==> src/rtl/lfsr_range_gen.sv <==
// Fibonacci LFSR random source with seed load, free-run stepping and a
// req/valid bounded-draw port using masked rejection sampling with fallback.
module lfsr_range_gen #(
    parameter int               WIDTH     = 9,
    parameter logic [WIDTH-1:0] TAPS      = 9'h131,
    parameter logic [WIDTH-1:0] SEED      = 9'h001,
    parameter int               MAX_TRIES = 8
) (
    input  logic             Clk,
    input  logic             Reset,
    input  logic             seed_load,
    input  logic [WIDTH-1:0] seed_in,
    input  logic             step_en,
    input  logic             req,
    input  logic [WIDTH-1:0] limit,
    output logic             busy,
    output logic             valid,
    output logic [WIDTH-1:0] rand_out,
    output logic [WIDTH-1:0] raw_out
);

    localparam int               TRIES_W  = (MAX_TRIES > 1) ? $clog2(MAX_TRIES) : 1;
    localparam logic [WIDTH-1:0] ZERO     = {WIDTH{1'b0}};
    localparam logic [WIDTH-1:0] ONE      = {{(WIDTH-1){1'b0}}, 1'b1};
    localparam logic [WIDTH-1:0] SEED_EFF = (SEED == ZERO) ? ONE : SEED;
    localparam logic [TRIES_W-1:0] LAST_TRY = TRIES_W'(MAX_TRIES - 1);

    typedef enum logic [1:0] {
        ST_IDLE = 2'd0,
        ST_DRAW = 2'd1,
        ST_DONE = 2'd2
    } state_t;

    // Smallest all-ones mask covering every value below lim; 0 for lim of 0 or 1.
    function automatic logic [WIDTH-1:0] range_mask(input logic [WIDTH-1:0] lim);
        logic [WIDTH-1:0] top;
        logic [WIDTH-1:0] m;
        top = lim - ONE;
        m   = ZERO;
        for (int i = 0; i < WIDTH; i++) begin
            if ((top >> i) != ZERO) begin
                m[i] = 1'b1;
            end else begin
                m[i] = 1'b0;
            end
        end
        if (lim <= ONE) begin
            m = ZERO;
        end
        return m;
    endfunction

    state_t             state_r, state_nxt_s;
    logic [WIDTH-1:0]   lfsr_r, lfsr_nxt_s;
    logic [WIDTH-1:0]   limit_q_r, limit_q_nxt_s;
    logic [WIDTH-1:0]   mask_q_r, mask_q_nxt_s;
    logic               full_q_r, full_q_nxt_s;
    logic [TRIES_W-1:0] tries_r, tries_nxt_s;
    logic [WIDTH-1:0]   rand_r, rand_nxt_s;
    logic               busy_r, valid_r;
    logic               fb_s, accept_s;
    logic [WIDTH-1:0]   step_s, cand_s;

    // LFSR step, candidate extraction and next LFSR value.
    always_comb begin
        fb_s     = ^(lfsr_r & TAPS);
        step_s   = {lfsr_r[WIDTH-2:0], fb_s};
        cand_s   = full_q_r ? lfsr_r : (lfsr_r & mask_q_r);
        accept_s = full_q_r || (cand_s < limit_q_r);
        if (seed_load) begin
            lfsr_nxt_s = (seed_in == ZERO) ? ONE : seed_in;
        end else if (step_en || (state_r == ST_DRAW)) begin
            lfsr_nxt_s = step_s;
        end else begin
            lfsr_nxt_s = lfsr_r;
        end
    end

    // Draw FSM next-state and datapath updates.
    always_comb begin
        state_nxt_s   = state_r;
        limit_q_nxt_s = limit_q_r;
        mask_q_nxt_s  = mask_q_r;
        full_q_nxt_s  = full_q_r;
        tries_nxt_s   = tries_r;
        rand_nxt_s    = rand_r;
        case (state_r)
            ST_IDLE: begin
                if (req) begin
                    limit_q_nxt_s = limit;
                    mask_q_nxt_s  = range_mask(limit);
                    full_q_nxt_s  = (limit == ZERO);
                    tries_nxt_s   = {TRIES_W{1'b0}};
                    state_nxt_s   = ST_DRAW;
                end else begin
                    state_nxt_s   = ST_IDLE;
                end
            end
            ST_DRAW: begin
                if (accept_s) begin
                    rand_nxt_s  = cand_s;
                    state_nxt_s = ST_DONE;
                end else if (tries_r == LAST_TRY) begin
                    // cand < 2*limit here, so one subtraction lands in range
                    rand_nxt_s  = cand_s - limit_q_r;
                    state_nxt_s = ST_DONE;
                end else begin
                    tries_nxt_s = tries_r + TRIES_W'(1);
                    state_nxt_s = ST_DRAW;
                end
            end
            ST_DONE: begin
                state_nxt_s = ST_IDLE;
            end
            default: begin
                state_nxt_s = ST_IDLE;
            end
        endcase
    end

    // State, datapath and registered status outputs.
    always_ff @(posedge Clk or posedge Reset) begin
        if (Reset) begin
            state_r   <= ST_IDLE;
            lfsr_r    <= SEED_EFF;
            limit_q_r <= ZERO;
            mask_q_r  <= ZERO;
            full_q_r  <= 1'b0;
            tries_r   <= {TRIES_W{1'b0}};
            rand_r    <= ZERO;
            busy_r    <= 1'b0;
            valid_r   <= 1'b0;
        end else begin
            state_r   <= state_nxt_s;
            lfsr_r    <= lfsr_nxt_s;
            limit_q_r <= limit_q_nxt_s;
            mask_q_r  <= mask_q_nxt_s;
            full_q_r  <= full_q_nxt_s;
            tries_r   <= tries_nxt_s;
            rand_r    <= rand_nxt_s;
            busy_r    <= (state_nxt_s != ST_IDLE);
            valid_r   <= (state_nxt_s == ST_DONE);
        end
    end

    assign busy     = busy_r;
    assign valid    = valid_r;
    assign rand_out = rand_r;
    assign raw_out  = lfsr_r;

endmodule

==> config.mk <==
export PLATFORM = sky130hd
export DESIGN_NAME = lfsr_range_gen
export DESIGN_NICKNAME = d
export VERILOG_FILES = /design/src/rtl/lfsr_range_gen.sv
export SDC_FILE = /design/constraint.sdc
export NUM_CORES = 1
export LEC_CHECK = 0
export CAP_MARGIN = 20
export CORE_ASPECT_RATIO = 1.1
export CORE_MARGIN = 3
export CORE_UTILIZATION = 57
export CTS_CLUSTER_DIAMETER = 30
export DETAILED_ROUTE_END_ITERATION = 7
export DONT_BUFFER_PORTS = 1
export MAX_ROUTING_LAYER = met4
export PLACE_DENSITY = 0.75
export RECOVER_POWER = 50
export SYNTH_ARGS = -nofsm -noshare
export SYNTH_HDL_FRONTEND = slang
export SYNTH_SLANG_ARGS = --single-unit
==> constraint.sdc <==
create_clock -name Clk -period 2.6 [get_ports Clk]
set_clock_uncertainty 0.05 [all_clocks]
set_input_delay 0.39 -clock Clk [delete_from_list [all_inputs] [get_ports Clk]]
set_output_delay 0.39 -clock Clk [all_outputs]
set_load 0.03 [all_outputs]
==> run_results.csv <==
group,metric,value,unit
timing,worst_pin_slew,0.8477,ns
timing,slew-limit-headroom,0.4349,
clock_tree,cts_tree,"done",
synthesis,synth-async-reset-ratio,1.000,
synthesis,synth-seq-area-share,0.4071,
synthesis,ys.warnings.count,0,
synthesis,yosys.cell_types.count,62,
finish,areaGrowthSynthToFinish,16.13,%
setup_path,critPathLaunchType,"flop",
floorplan,die_x,71.72,microns
timing,holdWs,0.07112,ns
power_and_ir_drop,cellInternalPower,2.477,mW
timing,final.min_clock_period,2.572,ns
synthesis,synth_cells,279,
drt,postRouteAntennaNets,0,
grt,number_of_antenna_violations_at_the_first_check_in_global_routing,0,
finish,post_route_cells_drive_above_1_share,0.2475,
floorplan,rows,25,
clock_tree,clk_transition_reported_paths,0.09,ns
finish,layout.filler_cells,345,
synthesis,most_common_flop_cell_mapped_by_yosys,"sky130_fd_sc_hd__dfrtp_1",
clock_tree,cts_buffer_depth,2,
finish,nets,340,
finish,insertedDiodeCount,0,
clock_tree,clock_latency,0.31,ns
clock_tree,cts_root_buffer,"sky130_fd_sc_hd__clkbuf_8",
drt,total_via_count_after_detailed_routing,2155,
timing,final_min_period_over_clock_period,0.9891,
timing,fmax,388.9,MHz
clock_tree,tritoncts.num_buffers,5,
setup_path,critPathArrivalTime,2.72,ns
power_and_ir_drop,proportion_of_power_drawn_by_combinational_gates,0.597,
drt,number_of_remaining_drc_errors,0,
clock_tree,cts_htree_levels,2,
synthesis,number_of_synthesized_register_bits,44,
drt,wl_per_cell,17.17,microns
grt,grt.overflow.total,0,
floorplan,ios,43,
timing,finalHoldViolations,0,
floorplan,die_h,78.29,microns
power_and_ir_drop,seq_power_share,0.305,
place,post-place-ws,-0.03356,ns
synthesis,synth_nets,317,
setup_path,worstPathMaxFanout,6,
outcome,run_status,"complete, no violations",
drt,drt-vias-per-instance,6.036,
grt,first_global_vias,2007,
timing,slew_violations,0,
timing,worst_slack,0.02846,ns
power_and_ir_drop,p_leak,1.346,nW
synthesis,post_synth.cell_area_avg,9.705,sq um
finish,stdcell_area,3144,sq um
power_and_ir_drop,powerDensity,1420,nW/um^2
place,buffer_ports.inserted,0,
grt,track_usage,0.2231,
drt,drtPass1Iterations,4,
synthesis,synthDominantAreaCellType,"sky130_fd_sc_hd__dfrtp_1",
synthesis,netlist.area_leader.share,0.3974,
power_and_ir_drop,ir_drop,0.0005385,V
floorplan,core_region_area,4442,sq um
timing,rsz0062_at_grt,"true",
setup_path,ws_path_type,"reg -> reg",
job,drv_cap,0,
drt,drtIter0Drc,142,
floorplan,die_area,5614,sq um
synthesis,synth_enable_flop_cells,0,
finish,post_layout_nonfiller_instances,357,
power_and_ir_drop,totalPowerFinal,4.465,mW
place,detailedPlacementHpwl,4436,microns
place,gpl.final_weighted_congestion,0.8434,
timing,setup_viol_count_final,0,
finish,layout_commonest_cell,"sky130_fd_sc_hd__dfrtp_1",
synthesis,mappedNetlistArea,2708,sq um
finish,final_cell_mix,"42 x sky130_fd_sc_hd__dfrtp_1, 30 x sky130_fd_sc_hd__nand2_1, 22 x sky130_fd_sc_hd__buf_4, 21 x sky130_fd_sc_hd__nor2_1, 15 x sky130_fd_sc_hd__a21oi_1",
floorplan,initial_core_util,0.6096,
synthesis,netlist_top_cells_area,"sky130_fd_sc_hd__dfrtp_1 40%, sky130_fd_sc_hd__ha_1 6.5%, sky130_fd_sc_hd__mux2i_1 4.1%",
finish,postLayoutCoreUtil,0.7079,
power_and_ir_drop,sw_frac_of_total,0.4453,
place,placed_cells_incl_taps,340,
min_path,worst_hold_path_type,"in -> reg",
setup_path,ff2ff_setup_slack,0.03,ns
drt,wl,6128,microns
power_and_ir_drop,power_switching,1.988,mW
timing,fin_setup_tns,0,ns
grt,wire_length_of_the_first_global_routing_pass,9549,microns
clock_tree,tritoncts_num_sinks,44,
power_and_ir_drop,power.clock.fraction,0.099,
grt,grt_start_max_net_pins,30,
setup_path,worst-endpoint-required,2.75,ns
place,placed_area,2851,sq um
setup_path,endpoint_class_of_the_critical_path,"flop",
## critical path, stage by stage (launching register included)
cell and delay (ns):
sky130_fd_sc_hd__dfrtp_2 0.45, sky130_fd_sc_hd__buf_4 0.15, sky130_fd_sc_hd__o21a_4 0.22, sky130_fd_sc_hd__ha_4 0.26
sky130_fd_sc_hd__o21a_1 0.13, sky130_fd_sc_hd__o31a_1 0.22, sky130_fd_sc_hd__o2111ai_2 0.13, sky130_fd_sc_hd__a21oi_2 0.20
sky130_fd_sc_hd__buf_6 0.15, sky130_fd_sc_hd__a21oi_2 0.06, sky130_fd_sc_hd__buf_4 0.17, sky130_fd_sc_hd__o221a_2 0.26
## cells in the mapped netlist (3+ instances only)
master / n
sky130_fd_sc_hd__a21oi_1: 17
sky130_fd_sc_hd__a2bb2oi_1: 3
sky130_fd_sc_hd__clkbuf_1: 9
sky130_fd_sc_hd__dfrtp_1: 43
sky130_fd_sc_hd__ha_1: 14
sky130_fd_sc_hd__inv_1: 14
sky130_fd_sc_hd__mux2_2: 8
sky130_fd_sc_hd__mux2i_1: 11
sky130_fd_sc_hd__nand2_1: 29
sky130_fd_sc_hd__nand4_1: 4
sky130_fd_sc_hd__nor2_1: 21
sky130_fd_sc_hd__nor2b_1: 4
sky130_fd_sc_hd__nor3_1: 6
sky130_fd_sc_hd__o211ai_1: 6
sky130_fd_sc_hd__o21a_1: 12
sky130_fd_sc_hd__o21ai_0: 12
sky130_fd_sc_hd__o31ai_1: 3
sky130_fd_sc_hd__or3_1: 3
sky130_fd_sc_hd__xnor2_1: 6
sky130_fd_sc_hd__xor2_1: 5
## state kept, by name, indices dropped and copies added (netlist names)
register and cells:
raw_out 9, busy 1, mask_q_r 9, rand_out 9
state_r 2, full_q_r 1, valid 1, limit_q_r 9
tries_r 3
## worst paths after layout
| path | depth (start not counted) | start | end |
|---|---|---|---|
| setup / recovery | 11 | full_q_r | rand_out[0] |
| min in group asynchronous | 2 | Reset | rand_out[2] |
| max in group asynchronous | 3 | Reset | limit_q_r[6] |
| hold reg to reg | 2 | mask_q_r[4] | mask_q_r[4] |
| setup reg to reg | 11 | full_q_r | rand_out[0] |
| hold / removal | 1 | seed_load | raw_out[0] |
## layer usage
metal / wire length, microns / vias to the layer above / GRT usage
li1: - / 1053 / -
met1: 2725 / 1034 / 0.2950
met2: 3010 / 57 / 0.3456
met3: 302 / 11 / 0.05378
met4: 89 / 0 / 0.05639
met5: 0 / - / -
## what timing repair did
item	in CTS	in global routing
setup endpoints to repair	2	11
hold buffers	0	1
gates resized for setup	4	21
gates cloned	0	1
hold endpoints to repair	0	12
pin swaps	3	12
setup buffers	1	5
## cell families after synthesis
| logic type | Yosys count | share of synthesized area |
|---|---|---|
| muxes | 19 | 0.07394 |
| DFF | 44 | 0.4071 |
| buffers and inverters | 27 | 0.04667 |
| xor gates and xnor gates | 11 | 0.03558 |
| AOI/OAI and AO/OA | 80 | 0.2121 |
| and+or+nand+nor | 83 | 0.1525 |
| adders and majority gates | 15 | 0.07209 |
## power by group through the flow
stage          Sequential, mW  Clock [mW]  Combinational (mW)
2_1_floorplan            1.41           0                1.58
5_1_grt                  1.40       0.477                2.87
4_1_cts                  1.35       0.443                2.21
3_5_place_dp             1.36           0                2.17
3_3_place_gp             1.36           0                2.11
6_report                 1.36       0.440                2.66
## final cells by class
class / instances / area, sq um / share of cell area
well taps: 54 / 67.56 / 0.02149
multi-input cells: 208 / 1614 / 0.5133
flip-flops and latches: 44 / 1104 / 0.3510
inverters: 14 / 52.55 / 0.01671
repair buffers: 29 / 214.0 / 0.06805
clock buffers: 5 / 68.82 / 0.02189
clock inverters: 3 / 23.77 / 0.007561
No activity file was read; power rests on OpenSTA's default activity.
